## src/rtl/rom_loader.sv

```systemverilog
// Boot-time ROM loader: MAGIC, LEN_LO, LEN_HI, LEN little-endian words, CSUM -> ROM writes.
// Optional inter-byte timeout enabled by defining ROM_LOADER_TIMEOUT_EN.
module rom_loader #(
  parameter int unsigned ADDR_W    = 12,
  parameter logic [31:0] BASE_ADDR = 32'h0000_0000,
  parameter logic [7:0]  MAGIC     = 8'hA5,
  parameter int unsigned TIMEOUT   = 1_000_000
) (
  input  logic              clk,
  input  logic              rstn,
  input  logic              rx_valid,
  input  logic [7:0]        rx_data,
  output logic              rx_ready,
  output logic              rom_we,
  output logic [31:0]       rom_addr,
  output logic [31:0]       rom_wdata,
  output logic              core_rstn,
  output logic              load_done,
  output logic              load_err,
  output logic [ADDR_W:0]   word_cnt
);

  // Handshake: a byte transfers on every edge where rx_valid && rx_ready.
  // rx_ready drops only during the single WRITE cycle.
  typedef enum logic [2:0] {
    IDLE, LEN0, LEN1, DATA, WRITE, CSUM, DONE, ERR
  } state_t;

  localparam logic [31:0] DEPTH = 32'd1 << ADDR_W;

  state_t      state, state_d;
  logic        accept;
  logic        active;
  logic        timeout_hit;
  logic        last_word;
  logic [7:0]  len_lo;
  logic [15:0] len;
  logic [15:0] len_rx;
  logic [7:0]  sum;
  logic [1:0]  byte_idx;
  logic [31:0] word;
  logic [31:0] word_asm;

  assign rx_ready  = (state != WRITE);
  assign accept    = rx_valid && rx_ready;
  assign active    = (state == LEN0) || (state == LEN1) || (state == DATA) || (state == CSUM);
  assign len_rx    = {rx_data, len_lo};
  assign last_word = ((32'(word_cnt) + 32'd1) == 32'(len));

  always_comb begin
    word_asm = word;
    word_asm[8*byte_idx +: 8] = rx_data;
  end

`ifdef ROM_LOADER_TIMEOUT_EN
  localparam int unsigned TW = $clog2(TIMEOUT + 1);
  logic [TW-1:0] tcnt;

  assign timeout_hit = active && !accept && (tcnt == TW'(TIMEOUT - 1));

  always_ff @(posedge clk) begin
    if (!rstn || accept || !active) tcnt <= '0;
    else                            tcnt <= tcnt + 1'b1;
  end
`else
  logic unused_timeout;
  assign unused_timeout = (TIMEOUT == 0);
  assign timeout_hit    = 1'b0;
`endif

  always_comb begin
    state_d = state;
    case (state)
      IDLE:  if (accept && rx_data == MAGIC) state_d = LEN0;
      LEN0:  if (accept) state_d = LEN1;
      LEN1:  if (accept) begin
               if ({16'd0, len_rx} > DEPTH) state_d = ERR;
               else if (len_rx == 16'd0)    state_d = CSUM;
               else                         state_d = DATA;
             end
      DATA:  if (accept && byte_idx == 2'd3) state_d = WRITE;
      WRITE: state_d = last_word ? CSUM : DATA;
      CSUM:  if (accept) state_d = (rx_data == sum) ? DONE : ERR;
      DONE,
      ERR:   if (accept && rx_data == MAGIC) state_d = LEN0;
      default: state_d = IDLE;
    endcase
    if (timeout_hit) state_d = ERR;
  end

  always_ff @(posedge clk) begin
    if (!rstn) begin
      state     <= IDLE;
      rom_we    <= 1'b0;
      rom_addr  <= BASE_ADDR;
      rom_wdata <= '0;
      core_rstn <= 1'b0;
      load_done <= 1'b0;
      load_err  <= 1'b0;
      word_cnt  <= '0;
      len_lo    <= '0;
      len       <= '0;
      sum       <= '0;
      byte_idx  <= '0;
      word      <= '0;
    end else begin
      state  <= state_d;
      rom_we <= 1'b0;
      case (state)
        LEN0: if (accept) begin
                len_lo <= rx_data;
                sum    <= sum + rx_data;
              end
        LEN1: if (accept) begin
                len <= len_rx;
                sum <= sum + rx_data;
              end
        DATA: if (accept) begin
                word     <= word_asm;
                sum      <= sum + rx_data;
                byte_idx <= byte_idx + 2'd1;
                if (byte_idx == 2'd3) begin
                  rom_we    <= 1'b1;
                  rom_addr  <= BASE_ADDR + (32'(word_cnt) << 2);
                  rom_wdata <= word_asm;
                end
              end
        WRITE: word_cnt <= word_cnt + 1'b1;
        default: ;
      endcase
      // A new frame starts from a clean slate and holds the core in reset.
      if (state_d == LEN0 && (state == IDLE || state == DONE || state == ERR)) begin
        sum       <= '0;
        word_cnt  <= '0;
        byte_idx  <= '0;
        load_done <= 1'b0;
        load_err  <= 1'b0;
        core_rstn <= 1'b0;
      end
      if (state_d == DONE && state != DONE) begin
        load_done <= 1'b1;
        core_rstn <= 1'b1;
      end
      if (state_d == ERR && state != ERR) begin
        load_err  <= 1'b1;
        core_rstn <= 1'b0;
      end
    end
  end

endmodule
```

## config.mk

```make
export PLATFORM = sky130hd
export DESIGN_NAME = rom_loader
export DESIGN_NICKNAME = d
export VERILOG_FILES = /design/src/rtl/rom_loader.sv
export SDC_FILE = /design/constraint.sdc
export NUM_CORES = 1
export LEC_CHECK = 0
export BUFFER_PORTS_ARGS = -buffer_cell sky130_fd_sc_hd__buf_2
export CAP_MARGIN = 20
export CORE_MARGIN = 8
export CORE_UTILIZATION = 57
export CTS_CLUSTER_SIZE = 40
export DETAILED_ROUTE_END_ITERATION = 10
export PLACE_DENSITY = 0.81
export SETUP_SLACK_MARGIN = 0.3
export SLEW_MARGIN = 0
export SYNTH_ARGS = -nofsm -noshare
export SYNTH_HDL_FRONTEND = slang
export SYNTH_SLANG_ARGS = --single-unit
```

## constraint.sdc

```tcl
create_clock -name clk -period 3 [get_ports clk]
set_clock_uncertainty 0.1 [all_clocks]
set_input_delay 0.15 -clock clk [delete_from_list [all_inputs] [get_ports clk]]
set_output_delay 0.15 -clock clk [all_outputs]
set_load 0.05 [all_outputs]
```

==> flow_metrics.py <==
metrics = {
    "yosys": {
        "synth_seq_area_share": 0.411,
        "syn_area_mm2": 0.00638,
        "synth_cell_type_count": 66,
        "synth-edff-count": 0,
        "synth_seq_cells": 131,
        "yosys_most_used_dff": "sky130_fd_sc_hd__dfxtp_1",
        "syn-instance-count": 733,
        "synth_async_sr_flop_share": 0,
        "yosysWarnings": 0,
        "post_synth.cell_area_avg_um2": 8.71,
    },
    "place": {
        "io_buffer_count": 73,
        "post-dp-hpwl_um": 10600,
        "post_dp_cell_area_mm2": 0.00671,
        "place.gp.congestion": 0.846,
    },
    "global_routing": {
        "globalRouteTotalUtil": 0.213,
        "grt.met2_usage": 0.366,
        "grt_start_max_net_pins": 95,
        "global_route_track_usage_on_met3": 0.0546,
        "initial_antenna_violation_count": 0,
        "grt_first_pass_wirelength_um": 25900,
        "grt_overflow": 0,
        "groute.layer.met1.usage": 0.246,
        "first_global_vias": 5457,
        "global_route.peak_usage_layer": "met2",
    },
    "clocking": {
        "tritoncts.num_buffers": 17,
        "worst_skew_late_latency_ps": 530,
        "root_buf_cell": "sky130_fd_sc_hd__clkbuf_8",
        "cts_max_path_buffers": 2,
        "cts-htree-levels": 4,
        "cts.clk_slew.worst_paths_ps": 60,
        "ctsResizeCount": 0,
        "tritoncts": "done",
        "clkSinkCount": 131,
        "postCtsSetupRepairBufs": 0,
    },
    "floorplan": {
        "floorplan.initialDensity": 0.586,
        "fp-row-count": 38,
        "ios": 93,
        "die-area_mm2": 0.0148,
        "die_y_um": 122,
        "core_area_mm2": 0.0109,
        "die_x_um": 122,
    },
    "setup_path": {
        "timing.critical_path.fanout_max": 13,
        "timing.critical_path.required_ps": 3280,
        "timing.critical_path.arrival_ps": 2800,
        "cp_slowest_cell": "sky130_fd_sc_hd__dfxtp_1",
        "setup.worst_path.start_class": "flop",
        "timing_worst_setup_path_type": "reg -> reg",
        "max_stage_delay_ps": 640,
        "worstPathCellList": "nor3b_2 > nor4_4 > a21o_1 > nand3_2 > o21ai_2 > nor2_1",
        "worst-path-buf-inv": 0,
        "crit_family": "compound AO/OA/AOI/OAI gates",
        "endpoint_kind": "flop",
    },
    "power_and_ir_drop": {
        "clock_power_share": 0.465,
        "cellInternalPower_mw": 3.00,
        "post-layout-total-power_mw": 4.08,
        "power-per-cell-area_mw_per_mm2": 554,
        "vdd.ir_drop.worst_v": 0.000526,
        "sequentialPowerShare": 0.443,
        "comb_power_share": 0.093,
        "p_sw_frac": 0.265,
        "power_switching_mw": 1.08,
        "power_leakage_nw": 2.92,
    },
    "detailed_routing": {
        "first_pass_iters": 5,
        "drt-total-wl_um": 15800,
        "ant_nets": 0,
        "detail_route.wl_per_cell_um": 16.7,
        "drtIter0Drc": 485,
        "via_count": 5451,
        "residual_drc": 0,
        "via_per_inst": 5.76,
    },
    "sta": {
        "tightestPinTransition_ps": 805,
        "grt_setup_unrepaired": "false",
        "maxSlewViolCount": 0,
        "final-setup-viol-count": 0,
        "layout_min_cycle_time_ps": 2520,
        "timing.final.hold_violations": 0,
        "max-slew-margin-rel": 0.461,
        "min_period_over_period": 0.841,
        "fin_hold_ws_ps": 23.4,
        "totalNegativeSetupSlack_ps": 0,
        "fmax_mhz": 396,
    },
    "layout": {
        "final_layout_size_suffix_gt1_frac": 0.160,
        "layout.cell_area.non_filler_mm2": 0.00737,
        "syn_to_final_growth_pct": 15.5,
        "layout.filler_cells": 857,
        "finalNetCount": 820,
        "antenna_cells_inserted": 0,
    },
    "job": {
        "timing.max_cap.violations": 0,
    },
    "run_status": {
        "run_status": "finished clean",
    },
    "worst_hold_path": {
        "min-delay-path-class": "in -> reg",
    },
}
-- registers in the layout, indices dropped and copies added, names as in the netlist, 2 cells and up --
register	count
byte_idx	2
len	16
len_lo	8
rom_addr	13
rom_wdata	32
state	3
sum	8
word	32
word_cnt	13
-- what timing repair did --
item	4_1_cts	5_1_grt
endpoints found under the setup margin	0	5
hold endpoints to repair	16	0
hold buffers	10	0
-- area by class of cell --
type	count	area (um^2)	area share
multi-input combinational	532	3390	0.461
sequential	131	2620	0.356
timing repair buffer	94	561	0.0761
clock buffer	17	414	0.0562
tap	140	175	0.0238
clock inverter	15	134	0.0182
inverter	18	67.6	0.00917
-- synth_stat cells, drive strengths merged, types with 16 or more instances --
library cell,instances,share of area
a21boi,30,0.035
a221oi,26,0.036
a22oi,30,0.035
buf,34,0.037
clkbuf,37,0.022
dfxtp,131,0.41
inv,16,0.0094
nand2,106,0.062
nor2,61,0.036
nor2b,37,0.036
nor3b,28,0.034
xor2,17,0.023
-- power groups by stage --
stage / sequential, mW / combinational, mW / clock, mW
2_1_floorplan: 1.83 / 0.312 / 0
3_3_place_gp: 1.84 / 0.349 / 0
3_5_place_dp: 1.84 / 0.360 / 0
4_1_cts: 1.80 / 0.372 / 1.92
5_1_grt: 1.81 / 0.412 / 2.00
6_report: 1.80 / 0.378 / 1.89
-- through the flow --
step	setup WS, ps	util	instances
floorplan	672	-	751
global placement	522	0.616	904
detailed placement	429	0.616	904
CTS	422	0.676	946
global route	338	0.677	947
finish	477	0.677	947
-- worst reg2reg max path: cells and delay by family, from the launching register on --
| family | cells | cell delay (ps) |
|---|---|---|
| simple gates | 4 | 810 |
| flops | 1 | 640 |
| compound gates | 2 | 850 |
-- worst paths after layout --
check | from | end | slack [ps] | depth (start not counted)
worst max register to register | state[1]$_SDFF_PN0_ | word_cnt[12]$_SDFFE_PP0P_ | 480 | 6
worst min-delay path | rx_data[1] | len_lo[1]$_SDFFE_PN0P_ | 20 | 3
worst min register to register | rom_addr[12]$_SDFFE_PN0P_ | rom_addr[12]$_SDFFE_PN0P_ | 360 | 2
worst max-delay path | state[1]$_SDFF_PN0_ | word_cnt[12]$_SDFFE_PP0P_ | 480 | 6
-- logic make-up after synthesis --
group	share of synthesized area
buffers and inverters	0.0694
other	0.000588
DFF	0.411
muxes	0.0188
and+or+nand+nor	0.247
xor gates and xnor gates	0.0425
AOI/OAI and AO/OA	0.180
adders and majority gates	0.0306
-- layer usage --
metal | part of all wire | wire length [um]
met1 | 0.42 | 6710
met2 | 0.49 | 7800
met3 | 0.059 | 931
met4 | 0.023 | 371
met5 | 0 | 0
-- cells in the final DEF (no fill, tap or decap), drive strengths merged, types with 3 or more instances in the layout --
cell	n
or3	4
conb	19
ha	14
buf	84
nor3	11
a31oi	4
nor2b	37
nand3	11
nand4	6
o211a	12
and3	3
a22oi	30
and2	10
a221oi	26
or4	4
inv	18
a21boi	30
xnor2	14
a21oi	13
dfxtp	131
xor2	17
nand2	106
o21ai	11
dlygate4sd3	10
clkinvlp	6
clkbuf	17
o211ai	4
clkinv	8
nor4	8
a32oi	3
nor2	61
nor3b	28
nand2b	6
mux2i	12
(Power assumes the default switching activity.)
